File: config.mk
export PLATFORM = sky130hd
export DESIGN_NAME = bin2bcd_converter
export DESIGN_NICKNAME = d
export VERILOG_FILES = /design/src/rtl/seg_pkg.sv /design/src/rtl/bcd_digit_adjust.sv /design/src/rtl/bin2bcd_converter.sv
export SDC_FILE = /design/constraint.sdc
export NUM_CORES = 1
export LEC_CHECK = 0
export CAP_MARGIN = 20
export CORE_MARGIN = 4
export CORE_UTILIZATION = 50
export DETAILED_ROUTE_END_ITERATION = 12
export GPL_ROUTABILITY_DRIVEN = 0
export PLACE_DENSITY_LB_ADDON = 0.12
export SYNTH_ARGS = -nofsm -noshare
export SYNTH_HDL_FRONTEND = slang
export SYNTH_HIERARCHICAL = 1
export SYNTH_SLANG_ARGS = --single-unit
File: constraint.sdc
create_clock -name system_clock -period 1.51 [get_ports system_clock]
set_input_delay 0.302 -clock system_clock [delete_from_list [all_inputs] [get_ports system_clock]]
set_output_delay 0.302 -clock system_clock [all_outputs]
set_load 0.02 [all_outputs]
File: src/rtl/seg_pkg.sv
// +----------------------------------------------------------------------------+
// | seg_pkg: shared types and constants for the seven-segment display path.   |
// | Rev 1.0                                                                    |
// +----------------------------------------------------------------------------+
`default_nettype none

package seg_pkg;

  localparam int DISP_DIGITS = 8;
  localparam int BCD_MAX     = 99_999_999;

  typedef enum logic {
    IDLE  = 1'b0,
    SHIFT = 1'b1
  } b2b_state_t;

  typedef logic [3:0] bcd_digit_t;

  // Largest value representable in the given number of decimal digits.
  function automatic logic [63:0] bcd_limit(input int digits);
    logic [63:0] p;
    p = 64'd1;
    for (int i = 0; i < digits; i++) begin
      p = p * 64'd10;
    end
    return p - 64'd1;
  endfunction

endpackage

`default_nettype wire

File: src/rtl/bcd_digit_adjust.sv
// +----------------------------------------------------------------------------+
// | bcd_digit_adjust: double-dabble correction, adds 3 to a digit >= 5.       |
// | Rev 1.0                                                                    |
// +----------------------------------------------------------------------------+
`default_nettype none

module bcd_digit_adjust
  import seg_pkg::*;
(
  input  bcd_digit_t digit_in,
  output bcd_digit_t digit_out
);

  // Valid digits are 0-9 so the sum tops out at 4'hC and never wraps.
  assign digit_out = (digit_in >= 4'd5) ? bcd_digit_t'(digit_in + 4'd3) : digit_in;

endmodule

`default_nettype wire

File: src/rtl/bin2bcd_converter.sv
// +----------------------------------------------------------------------------+
// | bin2bcd_converter: iterative double-dabble, one shift per clock; result   |
// | held stable between conversions and saturated to all 9s on overflow.      |
// | Rev 1.0                                                                    |
// +----------------------------------------------------------------------------+
`default_nettype none

module bin2bcd_converter
  import seg_pkg::*;
#(
  parameter int BIN_WIDTH = 27,
  parameter int DIGITS    = DISP_DIGITS
) (
  input  logic                  system_clock,
  input  logic                  cpu_rst_n,
  input  logic                  start,
  input  logic [BIN_WIDTH-1:0]  bin_in,
  output logic                  busy,
  output logic                  done,
  output logic                  overflow,
  output logic [4*DIGITS-1:0]   bcd_out
);

  localparam int c_cnt_w = $clog2(BIN_WIDTH + 1);
  localparam int c_bcd_w = 4 * DIGITS;

  localparam logic [c_cnt_w-1:0] c_cnt_load = c_cnt_w'(BIN_WIDTH);
  localparam logic [c_cnt_w-1:0] c_cnt_one  = c_cnt_w'(1);

  // When 10^DIGITS-1 is beyond the input range the compare can never trip.
  localparam logic [63:0]          c_limit64 = bcd_limit(DIGITS);
  localparam logic [BIN_WIDTH:0]   c_limit   =
      (c_limit64 >= (64'd1 << BIN_WIDTH)) ? {(BIN_WIDTH+1){1'b1}} : c_limit64[BIN_WIDTH:0];

  b2b_state_t             r_state;
  logic [BIN_WIDTH-1:0]   r_bin_sr;
  logic [c_bcd_w-1:0]     r_bcd_sr;
  logic [c_cnt_w-1:0]     r_cnt;
  logic                   r_ovf;
  logic                   r_busy;
  logic                   r_done;
  logic                   r_overflow;
  logic [c_bcd_w-1:0]     r_bcd_out;

  logic                   w_ovf;
  logic [c_bcd_w-1:0]     w_bcd_adj;
  logic [c_bcd_w-1:0]     w_bcd_next;

  assign w_ovf = {1'b0, bin_in} > c_limit;

  for (genvar g = 0; g < DIGITS; g++) begin : g_digit_adjust
    bcd_digit_adjust u_adjust (
      .digit_in  (r_bcd_sr[4*g +: 4]),
      .digit_out (w_bcd_adj[4*g +: 4])
    );
  end

  assign w_bcd_next = {w_bcd_adj[c_bcd_w-2:0], r_bin_sr[BIN_WIDTH-1]};

  always_ff @(posedge system_clock) begin
    if (!cpu_rst_n) begin
      r_state    <= IDLE;
      r_bin_sr   <= '0;
      r_bcd_sr   <= '0;
      r_cnt      <= '0;
      r_ovf      <= 1'b0;
      r_busy     <= 1'b0;
      r_done     <= 1'b0;
      r_overflow <= 1'b0;
      r_bcd_out  <= '0;
    end else begin
      r_done <= 1'b0;
      case (r_state)
        IDLE: begin
          if (start) begin
            r_bin_sr <= bin_in;
            r_bcd_sr <= '0;
            r_cnt    <= c_cnt_load;
            r_ovf    <= w_ovf;
            r_busy   <= 1'b1;
            r_state  <= SHIFT;
          end
        end
        SHIFT: begin
          r_bcd_sr <= w_bcd_next;
          r_bin_sr <= {r_bin_sr[BIN_WIDTH-2:0], 1'b0};
          r_cnt    <= r_cnt - c_cnt_one;
          if (r_cnt == c_cnt_one) begin
            r_bcd_out  <= r_ovf ? {DIGITS{4'h9}} : w_bcd_next;
            r_overflow <= r_ovf;
            r_done     <= 1'b1;
            r_busy     <= 1'b0;
            r_state    <= IDLE;
          end
        end
        default: r_state <= IDLE;
      endcase
    end
  end

  assign busy     = r_busy;
  assign done     = r_done;
  assign overflow = r_overflow;
  assign bcd_out  = r_bcd_out;

endmodule

`default_nettype wire
* Word-level counts from Yosys, hierarchy flattened
Cells that the tools add are included.
** Storage, ports and cells
- Flip-flop bits (word level) :: 101
- Memory bits (writable) :: 0
- ROM bits :: 0
- Output and inout port bits :: 35
- Input port bits :: 30
- Memories :: 0
- Latch bits :: 0
** Cells by class
- Reductions and logical operators :: 4
- Eq/ne operators :: 3
- Mux-type cells :: 22
- Add/sub/neg operators :: 9
- $mul :: 0
- Bitwise gates (word level) :: 1
- Shift-type cells :: 0
- $lt $le $gt $ge :: 9
- Divide/modulo/power cells :: 0
** Operators with widths (number)
- two-way mux 32 bit :: 2
- case mux 32 bit (2 select lines) :: 1
- case mux 27 bit (2 select lines) :: 1
- >= comparator 4 x 3 -> 1 bit, second input constant :: 8
- adder 4 x 2 -> 4 bit, second input constant :: 7
- two-way mux 4 bit :: 7
- > comparator 27 bit, second input constant :: 1
- two-way mux 27 bit :: 1
- case mux 5 bit (2 select lines) :: 1
- AND reduction 2 bit :: 4
- == test 5 x 1 -> 1 bit, second input constant :: 1
- two-way mux 1 bit :: 5
- two-way mux 5 bit :: 1
- subtractor 5 x 1 -> 5 bit, second input constant :: 1
- case mux 1 bit (2 select lines) :: 2
- adder 3 x 2 -> 3 bit, second input constant :: 1
- two-way mux 3 bit :: 1
- != test 2 x 1 -> 1 bit, second input constant :: 1
- != test 2 bit, second input constant :: 1
- inverter 1 bit :: 1

* Depth between registers and ports, before layout
- Depth after elaboration :: 3
- Depth in mapped cells :: 7

* Hierarchy
The synthesis kept the hierarchy.
** By module, submodules not included
- bin2bcd_converter :: times used 1, cells each 452, area an instance 4012.6 um^2
- bcd_digit_adjust :: times used 8, cells each 16, area an instance 101.3 um^2

* Worst setup path after synthesis
Ideal clock, no wire load.
- Kind :: register to register
- Start point :: reg r_cnt[1]
- End point :: reg r_bcd_out[14], in the netlist bcd_out[14]
- Path buffers :: 2
- Stages on the path, launching flop included :: 8
- Data arrival time :: 1.390 ns
- Path slack :: 0.061 ns
- Path through :: dfxtp_1 > inv_1 > ha_1 > and4b_1 > buf_6 > nor2_2 > buf_2 > a22o_1
** On the way
- Word-level cells in the longest chain between the ends :: 2
** Ends and longest elaborated chain
- start: declaration :: RTL line bin2bcd_converter.sv:38 : logic [c_cnt_w-1:0] r_cnt;
- start signal: assignment :: RTL line bin2bcd_converter.sv:78 : r_cnt <= c_cnt_load;
- start signal: assignment :: RTL line bin2bcd_converter.sv:87 : r_cnt <= r_cnt - c_cnt_one;
- == test 5 x 1 -> 1 bit :: RTL line bin2bcd_converter.sv:88 : if (r_cnt == c_cnt_one) begin
- AND reduction 2 bit (no line)
- end signal: assignment :: RTL line bin2bcd_converter.sv:89 : r_bcd_out <= r_ovf ? {DIGITS{4'h9}} : w_bcd_next;
- end: declaration :: RTL line bin2bcd_converter.sv:43 : logic [c_bcd_w-1:0] r_bcd_out;
No other way between the ends.
A chain may end at the register's enable or synchronous reset.

* Worst setup path after layout
- Start point :: reg r_cnt[1]
- End point :: reg r_bcd_out[18], in the netlist bcd_out[18]
Same word-level chain as after synthesis.

==> results_dict.tcl <==
set metrics [dict create \
    status "complete, no violations" \
    ir_drop_mv 0.673 \
    drcViolationCount 0 \
    io_buffers 64 \
    fin_crit_ps 1440 \
    die_width_um 106 \
    drive_gt1_share_pct 15.1 \
    fin_crit_sh_pct 95.1 \
    fin_nets 691 \
    timing.fmax_mhz 697 \
    fin_skew_ps 10.1 \
    critPathMaxFanout 8 \
    netlist_instances 576 \
    grt_pass1_wl_um 17700 \
    first_pass_iters 4 \
    leakage_uw 0.00250 \
    drv_slew 0 \
    power_density_nw_per_um2 855 \
    cts.hold.buffers_added 0 \
    placeableCoreArea_um2 9280 \
    startpoint_type "register" \
    start_util_pct 51.7 \
    synth_fp_nets 624 \
    clk_latency_ps 350 \
    worstMarginPinSlew_ps 372 \
    dp_slack_ps -146 \
    holdCritPathClass "reg -> reg" \
    htreeDepth 3 \
    cap_violations 0 \
    cts_max_path_buffers 2 \
    relSlewSlack_pct 75.2 \
    crit_required_ps 1750 \
    antenna_found_initial 0 \
    gr-total-overflow 0 \
    grt_max_degree 48 \
    tritoncts "built" \
    numCtsBuffers 9 \
    endpoint_kind "register" \
    grt_usage_pct 18.7 \
    tns_ps 0 \
    die_area_um2 11200 \
    die_h_um 106 \
    finalSetupViolations 0 \
    first_iter_violations 149 \
    rsz0062_at_grt "yes" \
    power.total_uw 5180 \
    cts_sinks 101 \
    wl_per_cell_um 13.5 \
    yosys_warnings 6 \
    syn_area_um2 4800 \
    finalHoldViolations 0 \
    ant_nets 0 \
    first_global_vias 3879 \
    hpwlAfterDp_um 7440 \
    area_growth_pct 26.2 \
    crit_type "reg -> reg" \
    cts_root_buffer "clkbuf_8" \
    setup_ws_ps 74.5 \
    antenna-diode-count 0 \
    clkTransAtPathRegs_ps 90 \
    fp-row-count 35 \
    io_pins 65 \
    syn_area_per_cell_um2 8.34 \
    totalWireLength_um 10500 \
    vias 4072 \
    arrival_ps 1680 \
    vias_per_cell 5.25 \
]
==> final cells by class <==
cell class	count	area (µm²)
Sequential cell	101	2040
Clock buffer	10	149
Clock inverter	5	57.6
Fill cell	811	3220
Tap cell	129	161
Multi-Input combinational cell	418	2710
Inverter	20	75.1
Timing Repair Buffer	93	867
==> routing by layer <==
metal | global-route usage [%] | vias up | routed length (µm)
li1 | - | 2095 | -
met1 | 23.8 | 1905 | 4890
met2 | 32.6 | 60 | 5120
met3 | 3.70 | 12 | 329
met4 | 4.63 | 0 | 151
met5 | 0 | - | 0
==> layout by cell type, fill, tap and decap left out, drive strengths merged, types with 18 or more instances in the layout <==
cell and instances:
nor3b 33, clkdlybuf4s50 28, a211oi 19, ha 18, mux2i 36, nand2 35, nor2 130, dlygate4sd2 35
buf 30, a21oi 70, inv 21, dfxtp 101
==> per-stage QoR <==
step           cells  cell area (µm²)  utilization, %  hold slack [ps]
6_report         776             6060            65.3              485
5_1_grt          776             6060            65.3              516
4_1_cts          772             5820            62.7              487
3_5_place_dp     757             5660            61.0              469
3_3_place_gp     757             5660            61.0              460
2_1_floorplan    576             4800               -              424
==> sequential cells by signal (all words and copies together) (netlist names) <==
signal    count
bcd_out      32
r_bcd_sr     32
r_bin_sr     27
r_cnt         5
busy          1
done          1
overflow      1
r_ovf         1
r_state       1
==> repair_timing <==
item / 4_1_cts / 5_1_grt
pin swaps: 1 / 18
resized for setup: 35 / 53
buffers inserted: 0 / 4
endpoints found under the setup margin: 36 / 41
gates cloned: 0 / 0
endpoints found under the hold margin: 0 / 0
==> report_power, final <==
group | switching, µW | internal, µW
clock | 895 | 862
sequential | 60.5 | 2750
combinational | 341 | 275
total | 1300 | 3880
==> critical path, cell delays in order, from the launching register on <==
cell and delay (ps):
dfxtp_2 350, inv_2 50, ha_4 140, and4b_2 290, nor3b_4 180, buf_6 140
a22o_1 190
==> final timing paths <==
check                           startpoint                  endpoint  slack, ps  cells after the start
setup / recovery     r_cnt[1]$_SDFFE_PN0P_  bcd_out[18]$_SDFFE_PN0P_         70                      6
hold / removal    bcd_out[21]$_SDFFE_PN0P_  bcd_out[21]$_SDFFE_PN0P_        480                      1
setup reg to reg     r_cnt[1]$_SDFFE_PN0P_  bcd_out[18]$_SDFFE_PN0P_         70                      6
hold reg to reg   bcd_out[21]$_SDFFE_PN0P_  bcd_out[21]$_SDFFE_PN0P_        480                      1
(Power assumes the default switching activity.)
